## src/rtl/jt12_opram_pkg.sv

```systemverilog
`default_nettype none
// ============================================================================
// Module   : jt12_opram_pkg
// Brief    : Shared constants and types for the operator-parameter RAM
//            write sequencer: word field positions, register groups,
//            operator reorder table, FSM states and pending-write entry.
// Revision : 1.0 - initial release
// ============================================================================
package jt12_opram_pkg;

  // Sweep geometry
  localparam int c_NSLOT  = 24;
  localparam int c_AW     = 5;
  localparam int c_WORD_W = 44;

  // Field bit positions inside a 44-bit operator word
  localparam int c_DT_HI  = 43;
  localparam int c_DT_LO  = 41;
  localparam int c_MUL_HI = 40;
  localparam int c_MUL_LO = 37;
  localparam int c_TL_HI  = 36;
  localparam int c_TL_LO  = 30;
  localparam int c_KS_HI  = 29;
  localparam int c_KS_LO  = 28;
  localparam int c_AR_HI  = 27;
  localparam int c_AR_LO  = 23;
  localparam int c_AM_BIT = 22;
  localparam int c_D1R_HI = 21;
  localparam int c_D1R_LO = 17;
  localparam int c_D2R_HI = 16;
  localparam int c_D2R_LO = 12;
  localparam int c_SL_HI  = 11;
  localparam int c_SL_LO  = 8;
  localparam int c_RR_HI  = 7;
  localparam int c_RR_LO  = 4;
  localparam int c_SSG_HI = 3;
  localparam int c_SSG_LO = 0;

  // Register groups (upper nibble of the register address)
  localparam logic [3:0] c_GRP_DT_MUL = 4'd3;
  localparam logic [3:0] c_GRP_TL     = 4'd4;
  localparam logic [3:0] c_GRP_KS_AR  = 4'd5;
  localparam logic [3:0] c_GRP_AM_D1R = 4'd6;
  localparam logic [3:0] c_GRP_D2R    = 4'd7;
  localparam logic [3:0] c_GRP_SL_RR  = 4'd8;
  localparam logic [3:0] c_GRP_SSG    = 4'd9;

  // Register address bits [3:2] enumerate operators as 1,3,2,4
  localparam logic [1:0] c_OP_REORDER [4] = '{2'd0, 2'd2, 2'd1, 2'd3};

  typedef enum logic [0:0] {
    ST_INIT = 1'b0,
    ST_RUN  = 1'b1
  } state_t;

  // Single outstanding CPU write waiting for its slot to come round
  typedef struct packed {
    logic [c_AW-1:0] slot;
    logic [3:0]      group;
    logic [7:0]      din;
    logic            valid;
  } pend_t;

endpackage
`default_nettype wire

```

## src/rtl/jt12_opram_merge.sv

```systemverilog
`default_nettype none
// ============================================================================
// Module   : jt12_opram_merge
// Brief    : Combinational field merge: replaces the fields selected by a
//            register group with bits of the register data, keeping the
//            rest of the operator word.
// Revision : 1.0 - initial release
// ============================================================================
module jt12_opram_merge
  import jt12_opram_pkg::*;
(
  input  logic [c_WORD_W-1:0] i_word,
  input  logic [3:0]          i_group,
  input  logic [7:0]          i_din,
  output logic [c_WORD_W-1:0] o_word
);

  // Overwrite only the fields owned by the addressed register group
  always_comb begin
    o_word = i_word;
    case (i_group)
      c_GRP_DT_MUL: begin
        o_word[c_DT_HI:c_DT_LO]   = i_din[6:4];
        o_word[c_MUL_HI:c_MUL_LO] = i_din[3:0];
      end
      c_GRP_TL: begin
        o_word[c_TL_HI:c_TL_LO]   = i_din[6:0];
      end
      c_GRP_KS_AR: begin
        o_word[c_KS_HI:c_KS_LO]   = i_din[7:6];
        o_word[c_AR_HI:c_AR_LO]   = i_din[4:0];
      end
      c_GRP_AM_D1R: begin
        o_word[c_AM_BIT]          = i_din[7];
        o_word[c_D1R_HI:c_D1R_LO] = i_din[4:0];
      end
      c_GRP_D2R: begin
        o_word[c_D2R_HI:c_D2R_LO] = i_din[4:0];
      end
      c_GRP_SL_RR: begin
        o_word[c_SL_HI:c_SL_LO]   = i_din[7:4];
        o_word[c_RR_HI:c_RR_LO]   = i_din[3:0];
      end
      c_GRP_SSG: begin
        o_word[c_SSG_HI:c_SSG_LO] = i_din[3:0];
      end
      default: o_word = i_word;
    endcase
  end

endmodule
`default_nettype wire

```

## src/rtl/jt12_opram_wr.sv

```systemverilog
`default_nettype none
// ============================================================================
// Module   : jt12_opram_wr
// Brief    : Sequencer for the 32x44 operator-parameter RAM. Clears the RAM
//            after reset, then sweeps the live slots writing each word back,
//            merging one pending CPU register write into its target slot.
// Revision : 1.0 - initial release
// ============================================================================
module jt12_opram_wr
  import jt12_opram_pkg::*;
#(
  parameter int NSLOT = c_NSLOT,
  parameter int AW    = c_AW
) (
  input  logic                clk,
  input  logic                rst_n,
  input  logic                clk_en,
  input  logic                cpu_we,
  input  logic                cpu_part,
  input  logic [7:0]          cpu_addr,
  input  logic [7:0]          cpu_din,
  input  logic [c_WORD_W-1:0] ram_q,
  output logic [AW-1:0]       rd_addr,
  output logic [AW-1:0]       wr_addr,
  output logic [c_WORD_W-1:0] ram_din,
  output logic                busy,
  output logic                wr_drop
);

  state_t              r_state, w_state_nxt;
  // r_wr_addr doubles as the clear counter during INIT and the
  // write-back slot during RUN; r_rd_addr is the read slot.
  logic [AW-1:0]       r_rd_addr, w_rd_nxt;
  logic [AW-1:0]       r_wr_addr, w_wr_nxt;
  pend_t               r_pend;
  logic                r_wr_drop;

  logic [3:0]          w_group;
  logic [1:0]          w_op;
  logic [2:0]          w_ch;
  logic [AW-1:0]       w_slot;
  logic                w_valid_addr;
  logic                w_hit;
  logic [c_WORD_W-1:0] w_merged;

  // Decode the CPU register address into group, slot and validity
  always_comb begin
    w_group      = cpu_addr[7:4];
    w_op         = c_OP_REORDER[cpu_addr[3:2]];
    w_ch         = (cpu_part ? 3'd3 : 3'd0) + {1'b0, cpu_addr[1:0]};
    w_slot       = AW'(int'(w_op) * 6 + int'(w_ch));
    w_valid_addr = (w_group >= c_GRP_DT_MUL) && (w_group <= c_GRP_SSG) &&
                   (cpu_addr[1:0] != 2'd3);
  end

  // State, read slot and write slot registers
  always_ff @(posedge clk or negedge rst_n) begin
    if (!rst_n) begin
      r_state   <= ST_INIT;
      r_rd_addr <= '0;
      r_wr_addr <= '0;
    end else begin
      r_state   <= w_state_nxt;
      r_rd_addr <= w_rd_nxt;
      r_wr_addr <= w_wr_nxt;
    end
  end

  // Next-state: clear all 32 entries, then sweep live slots with the
  // write slot trailing the read slot by one (registered RAM read)
  always_comb begin
    w_state_nxt = r_state;
    w_rd_nxt    = r_rd_addr;
    w_wr_nxt    = r_wr_addr;
    if (clk_en) begin
      case (r_state)
        ST_INIT: begin
          if (r_wr_addr == {AW{1'b1}}) begin
            w_state_nxt = ST_RUN;
            w_rd_nxt    = AW'(1);
            w_wr_nxt    = '0;
          end else begin
            w_wr_nxt    = r_wr_addr + AW'(1);
          end
        end
        ST_RUN: begin
          w_wr_nxt = r_rd_addr;
          w_rd_nxt = (r_rd_addr == AW'(NSLOT - 1)) ? '0 : r_rd_addr + AW'(1);
        end
        default: w_state_nxt = ST_INIT;
      endcase
    end
  end

  // Merge only from the registered entry, so a capture never races the
  // slot currently being written back
  assign w_hit = (r_state == ST_RUN) && r_pend.valid && (r_pend.slot == r_wr_addr);

  jt12_opram_merge u_merge (
    .i_word  (ram_q),
    .i_group (r_pend.group),
    .i_din   (r_pend.din),
    .o_word  (w_merged)
  );

  // Pending-write capture (every clk) and retirement (on the merging clk_en)
  always_ff @(posedge clk or negedge rst_n) begin
    if (!rst_n) begin
      r_pend    <= '0;
      r_wr_drop <= 1'b0;
    end else begin
      r_wr_drop <= cpu_we && w_valid_addr && busy;
      if (cpu_we && w_valid_addr && !busy) begin
        r_pend <= '{slot: w_slot, group: w_group, din: cpu_din, valid: 1'b1};
      end else if (clk_en && w_hit) begin
        r_pend.valid <= 1'b0;
      end
    end
  end

  // RAM write data: zeros while clearing, else read-back with optional merge
  always_comb begin
    ram_din = '0;
    if (r_state == ST_RUN) begin
      ram_din = w_hit ? w_merged : ram_q;
    end
  end

  assign rd_addr = r_rd_addr;
  assign wr_addr = r_wr_addr;
  assign busy    = (r_state == ST_INIT) || r_pend.valid;
  assign wr_drop = r_wr_drop;

endmodule
`default_nettype wire

```

## config.mk

```make
export PLATFORM = sky130hd
export DESIGN_NAME = jt12_opram_wr
export DESIGN_NICKNAME = d
export VERILOG_FILES = /design/src/rtl/jt12_opram_pkg.sv /design/src/rtl/jt12_opram_merge.sv /design/src/rtl/jt12_opram_wr.sv
export SDC_FILE = /design/constraint.sdc
export NUM_CORES = 1
export LEC_CHECK = 0
export ABC_AREA = 0
export CAP_MARGIN = 20
export CORE_UTILIZATION = 40
export DETAILED_ROUTE_END_ITERATION = 10
export HOLD_SLACK_MARGIN = 0.03
export PLACE_DENSITY = 0.85
export SLEW_MARGIN = 10
export SYNTH_ARGS = -nofsm -noshare
export SYNTH_HDL_FRONTEND = slang
export SYNTH_SLANG_ARGS = --single-unit
```

## constraint.sdc

```tcl
create_clock -name clk -period 2.3 [get_ports clk]
set_clock_uncertainty 0.2 [all_clocks]
set_input_delay 0.46 -clock clk [delete_from_list [all_inputs] [get_ports clk]]
set_output_delay 0.46 -clock clk [all_outputs]
set_load 0.01 [all_outputs]
```

# ---- After elaboration in Yosys (flattened, before gate mapping)
# Index checks and enable logic that the tools add are counted.
dict set report word_totals {
  output_inout_bits 56
  wordCells 64
  in_bits 65
  reg_bits 30
}
dict set report op_classes {
  reduce_logical 12
  n_eq_ne 12
  mux 22
  addsub 4
  mul 1
  n_bitwise 2
  n_lt_le_gt_ge 3
}
# op n
set ops {}
lappend ops {{44-bit two-way mux} 2}
lappend ops {{7-bit two-way mux} 3}
lappend ops {{5-bit two-way mux} 4}
lappend ops {{5-bit case mux with 2 select lines} 2}
lappend ops {{4-bit by 3-bit equality test with 1-bit output, second input constant} 4}
lappend ops {{5-bit by 1-bit adder with 5-bit output, second input constant} 2}
lappend ops {{5-bit equality test, second input constant} 2}
lappend ops {{4-bit equality test, second input constant} 2}
lappend ops {{1-bit logical AND} 8}
lappend ops {{8-bit two-way mux} 1}
lappend ops {{2-bit two-way mux} 3}
lappend ops {{6-bit two-way mux} 1}
lappend ops {{5-bit by 3-bit adder with 5-bit output} 1}
lappend ops {{5-bit equality test} 1}
lappend ops {{2-bit binary-select mux with 2-bit select} 1}
lappend ops {{4-bit by 2-bit equality test with 1-bit output, second input constant} 1}
lappend ops {{4-bit by 2-bit greater-or-equal comparator with 1-bit output, second input constant} 1}
lappend ops {{4-bit <= comparator, second input constant} 1}
lappend ops {{2-bit by 2-bit multiplier with 4-bit output, second input constant} 1}
lappend ops {{1-bit two-way mux} 4}
lappend ops {{4-bit two-way mux} 1}
lappend ops {{2-bit inequality test, second input constant} 2}
lappend ops {{2-bit by 2-bit adder with 3-bit output} 1}
lappend ops {{3-bit greater-or-equal comparator, second input constant} 1}
lappend ops {{other kinds (6)} 6}

# ---- Longest topological paths before layout
dict set report depth {
  word_depth 6
  mapped_depth 8
  ltp_nobuf 8
}

# ---- Hierarchy
# From an unflattened synthesis, not the netlist that was laid out.
dict set report hier_totals {
  cells_unflattened 344
  area_unflattened_um2 2909.0
}
# module area_per_inst_um2 seq_area_each_um2 cells_per_inst n_inst
set by_module_without_submodules {}
lappend by_module_without_submodules {jt12_opram_wr 2280.9 750.7 289 1}
lappend by_module_without_submodules {jt12_opram_merge 628.1 0.0 55 1}

# ---- Worst setup path after synthesis
# No wires, ideal clock.
dict set report synth_path {
  kind {register to output}
  from {register r_wr_addr[2] (netlist: wr_addr[2])}
  to {output ram_din[37]}
  stages_incl_launch_ff 6
  slack_ns -0.088
  n_path_buf 1
  arrival_time_ns 1.728
  t_required_ns 1.640
  cell_sequence {dfrtp_1 xor2_1 nor4_4 and3_2 buf_6 mux2i_1}
}
dict set report synth_via {
  elab_chain_cells 4
}
# element line
set synth_lines {}
lappend synth_lines {{from (decl)} jt12_opram_wr.sv:34} ;# logic [AW-1:0] r_wr_addr, w_wr_nxt;
lappend synth_lines {{from (signal assigned)} jt12_opram_wr.sv:65} ;# r_wr_addr <= w_wr_nxt;
lappend synth_lines {{5-bit equality test} jt12_opram_wr.sv:97} ;# assign w_hit = (r_state == ST_RUN) && r_pend.valid && (r_pend.slot == r_wr_addr);
lappend synth_lines {{1-bit logical AND} jt12_opram_wr.sv:97}
lappend synth_lines {{44-bit two-way mux} jt12_opram_wr.sv:125} ;# ram_din = w_hit ? w_merged : ram_q;
lappend synth_lines {{44-bit two-way mux} jt12_opram_wr.sv:124} ;# if (r_state == ST_RUN) begin
lappend synth_lines {{to (decl)} jt12_opram_wr.sv:25} ;# output logic [c_WORD_W-1:0] ram_din,
# No other way between the ends.

# ---- Worst setup path in the final report
dict set report layout_path {
  from {register r_pend[12] in the netlist's numbering}
  to {output ram_din[31]}
}
dict set report layout_via {
  elab_chain_cells 4
}
# element line
set layout_lines {}
lappend layout_lines {{from (decl)} jt12_opram_wr.sv:35} ;# pend_t r_pend;
lappend layout_lines {{from (signal assigned)} jt12_opram_wr.sv:114} ;# r_pend <= '{slot: w_slot, group: w_group, din: cpu_din, valid: 1'b1};
lappend layout_lines {{4-bit by 3-bit equality test with 1-bit output} jt12_opram_merge.sv:21} ;# case (i_group)
lappend layout_lines {{7-bit two-way mux} jt12_opram_merge.sv:21}
lappend layout_lines {{44-bit two-way mux} jt12_opram_wr.sv:125}
lappend layout_lines {{44-bit two-way mux} jt12_opram_wr.sv:124}
# No other way between the ends.

==> summary.txt <==
Hold Fails Final Rpt: 0
Slew headroom: 0.750
Worst Path Buf+Inv: 4
Top cell by count, worst path: buf_6
Synth cell types: 40
Max_cap viols: 0
Buffers on Ports: 120
Number of synthesized flops with an enable pin: 0
Unrepaired setup endpoints after global routing: yes
DP Worst Slack: -0.552 ns
Crit path depth: 8
Die Span X: 78.6 um
CTS Buf Count: 5
Hold-fix buffers at CTS: 0
CTS tree: built
Post-route ant nets: 0
Total gr overflow: 0
Core area: 5570 um2
Final min period: 2.77 ns
Post-route DRC: 0
Final total power: 4340 uW
Share of the synthesized area in the top cell type: 0.320
Hold-critical path depth: 1
Startpoint Class: flip-flop
CTS max path bufs: 2
Post-Syn Instances: 250
Worst skew pair latency: 0.28 ns
Hold crit path type: flip-flop to flip-flop
Share of total power in the clock network: 0.099
Peak supply drop: 739 uV
ANT cells: 0
Switching Share: 0.432
GPL Wtd Cong: 0.860
Syn avg cell area: 9.39 um2
Area contributors post-synth: dfrtp_1 32%, mux2i_1 20%, nand2_1 9.9%
Design area: 4130 um2
Initial core utilization: 0.421
YS warnings: 0
Root Buffer: clkbuf_8
Largest net degree at the start of global routing: 34
Final setup vio count: 44
Share of cells above drive strength 1: 0.354
Pwr/cell area: 1050 nW/um2
Clk slew on worst S/H paths: 0.06 ns
CP arrival: 2.11 ns
Ys flop type: dfrtp_1
Post-detail-place hpwl: 6060 um
Final Max Slew Viols: 0
Clk sink count: 30
Cells on worst reg2reg path: 6
H-tree levels: 2
Top delay family on crit path: simple AND/OR/NAND/NOR gates
Internal Power: 2460 uW
Worst path max stage delay: 0.40 ns
Final wirelength: 8340 um
Static leakage: 0.00213 uW
CP Max Fanout: 7
CP Cell Sequence: nand3b_1, nor4_4, buf_6, buf_6, nand4_4, buf_12, mux2i_1, buf_2
Leading area contributor after synthesis: dfrtp_1
Critical path class: flip-flop to primary output
Combinational power share: 0.666
Critical-path top delay cell: dfrtp_1
First-pass GRT wire length: 12700 um
Post-Syn Area: 2350 um2
Flops & latches, synth: 30
Nets: 487
Most frequent cell after synthesis: nand2_1
Via Count: 2542
I/O pins: 121
Kind of end point of the critical path: primary output
Worst path required time: 1.64 ns
Die area: 6180 um2
Sequential share of power: 0.235
R2r setup slk: 0.28 ns
Seq/Total Area, Yosys: 0.320
Initial drt markers: 135
Rows: 27
Drt first pass iters: 5
Commonest cells in the synthesized netlist: 62 x nand2_1, 47 x mux2i_1, 30 x dfrtp_1
Vias in the first global route: 2467
Reg2reg end: r_pend[1]$_DFFE_PN0P_
Post-DP Area: 4000 um2
Failing checks: setup timing
Antenna violations before repair: 0
# fillers: 394
Status: finished, violations left
Slew @ Worst Pin: 0.370 ns
Worst Setup EP: ram_din[31]
Psw: 1880 uW
Async SR Flop Fraction: 1.00
FMAX: 360 MHz
Syn nets: 325
Tcrit/Tclk final: 1.21
Total GRT Usage: 0.269
Routed vias/inst: 5.24
Chip height: 78.6 um
Reg-to-Reg Start: r_state$_DFFE_PN0P_
Worst setup margin: -0.474 ns
CP startpoint: r_pend[12]$_DFFE_PN0P_
Avg WL per Cell: 17.2 um
P&R area growth vs syn: 75.8%
-- cell families after synthesis --
| kind of cell | count (synthesis) | synth area share |
|---|---|---|
| mux | 65 | 0.287 |
| fa+ha+maj | 10 | 0.0597 |
| compound gates | 21 | 0.0618 |
| buf+inv | 18 | 0.0346 |
| flops | 30 | 0.320 |
| xor+xnor | 7 | 0.0261 |
| simple gates | 99 | 0.212 |
-- repair_timing --
action                                  CTS  global route
endpoints found under the setup margin   48            45
gates resized for setup                 200             7
pin swaps                                10             5
setup buffers                             8             4
cloned                                    1             0
-- cell type report --
type / count / area (um2) / share of cell area
clock inverter: 1 / 5.00 / 0.00121
multi-input combinational: 202 / 1690 / 0.410
tap: 72 / 90.1 / 0.0218
timing repair buffer: 169 / 1490 / 0.360
inverter: 4 / 15.0 / 0.00364
sequential: 30 / 753 / 0.182
clock buffer: 7 / 86.3 / 0.0209
-- routing by layer --
layer  part of all wire  track usage  vias up
li1                   -            -     1202
met1               0.39        0.309     1213
met2               0.51        0.484      113
met3              0.086       0.0640       14
met4              0.014       0.0870        0
met5                  0            0        -
-- power by group through the flow --
stage	combinational [uW]	clock [uW]	sequential [uW]
floorplan	1380	0	1020
global placement	2700	0	992
detailed placement	2780	0	1000
CTS	2820	442	1010
global route	3100	459	1050
finish	2890	431	1020
-- worst min path at each step --
stage / start / end / slack, ns
after floorplan: rst_n / r_pend[0]$_DFFE_PN0P_ / -0.04
after global placement: r_pend[1]$_DFFE_PN0P_ / r_pend[1]$_DFFE_PN0P_ / 0.29
after detailed placement: r_pend[2]$_DFFE_PN0P_ / r_pend[2]$_DFFE_PN0P_ / 0.30
after CTS: r_pend[2]$_DFFE_PN0P_ / r_pend[2]$_DFFE_PN0P_ / 0.31
after global routing: r_pend[2]$_DFFE_PN0P_ / r_pend[2]$_DFFE_PN0P_ / 0.33
final: r_pend[2]$_DFFE_PN0P_ / r_pend[2]$_DFFE_PN0P_ / 0.31
-- cells in the final DEF, fill, tap and decap left out, drive strengths merged, types with 2 or more instances in the layout --
cell / instances
buf: 92
clkdlybuf4s50: 72
nand2: 62
mux2i: 47
dfrtp: 30
mux2: 18
ha: 8
a21oi: 7
nor2: 7
clkbuf: 7
nand3: 6
xor2: 6
a22o: 5
nand4: 5
inv: 4
nor2b: 4
nor3: 4
dlygate4sd2: 4
a21o: 3
and3: 3
o21ai: 2
fa: 2
-- flip-flops by register name, indices dropped and copies added (netlist names) --
register / cells
rd_addr: 5
r_state: 1
wr_drop: 1
r_pend: 18
wr_addr: 5
-- stage by stage --
step	hold WS (ns)	utilization	cells	TNS [ns]
6_report	0.312	0.741	485	-15.98
4_1_cts	0.310	0.730	481	-16.05
3_5_place_dp	0.296	0.718	464	-21.74
5_1_grt	0.332	0.741	485	-19.97
2_1_floorplan	-0.0356	-	250	-0.672
3_3_place_gp	0.290	0.718	464	-19.13
No activity file was read; power rests on OpenSTA's default activity.
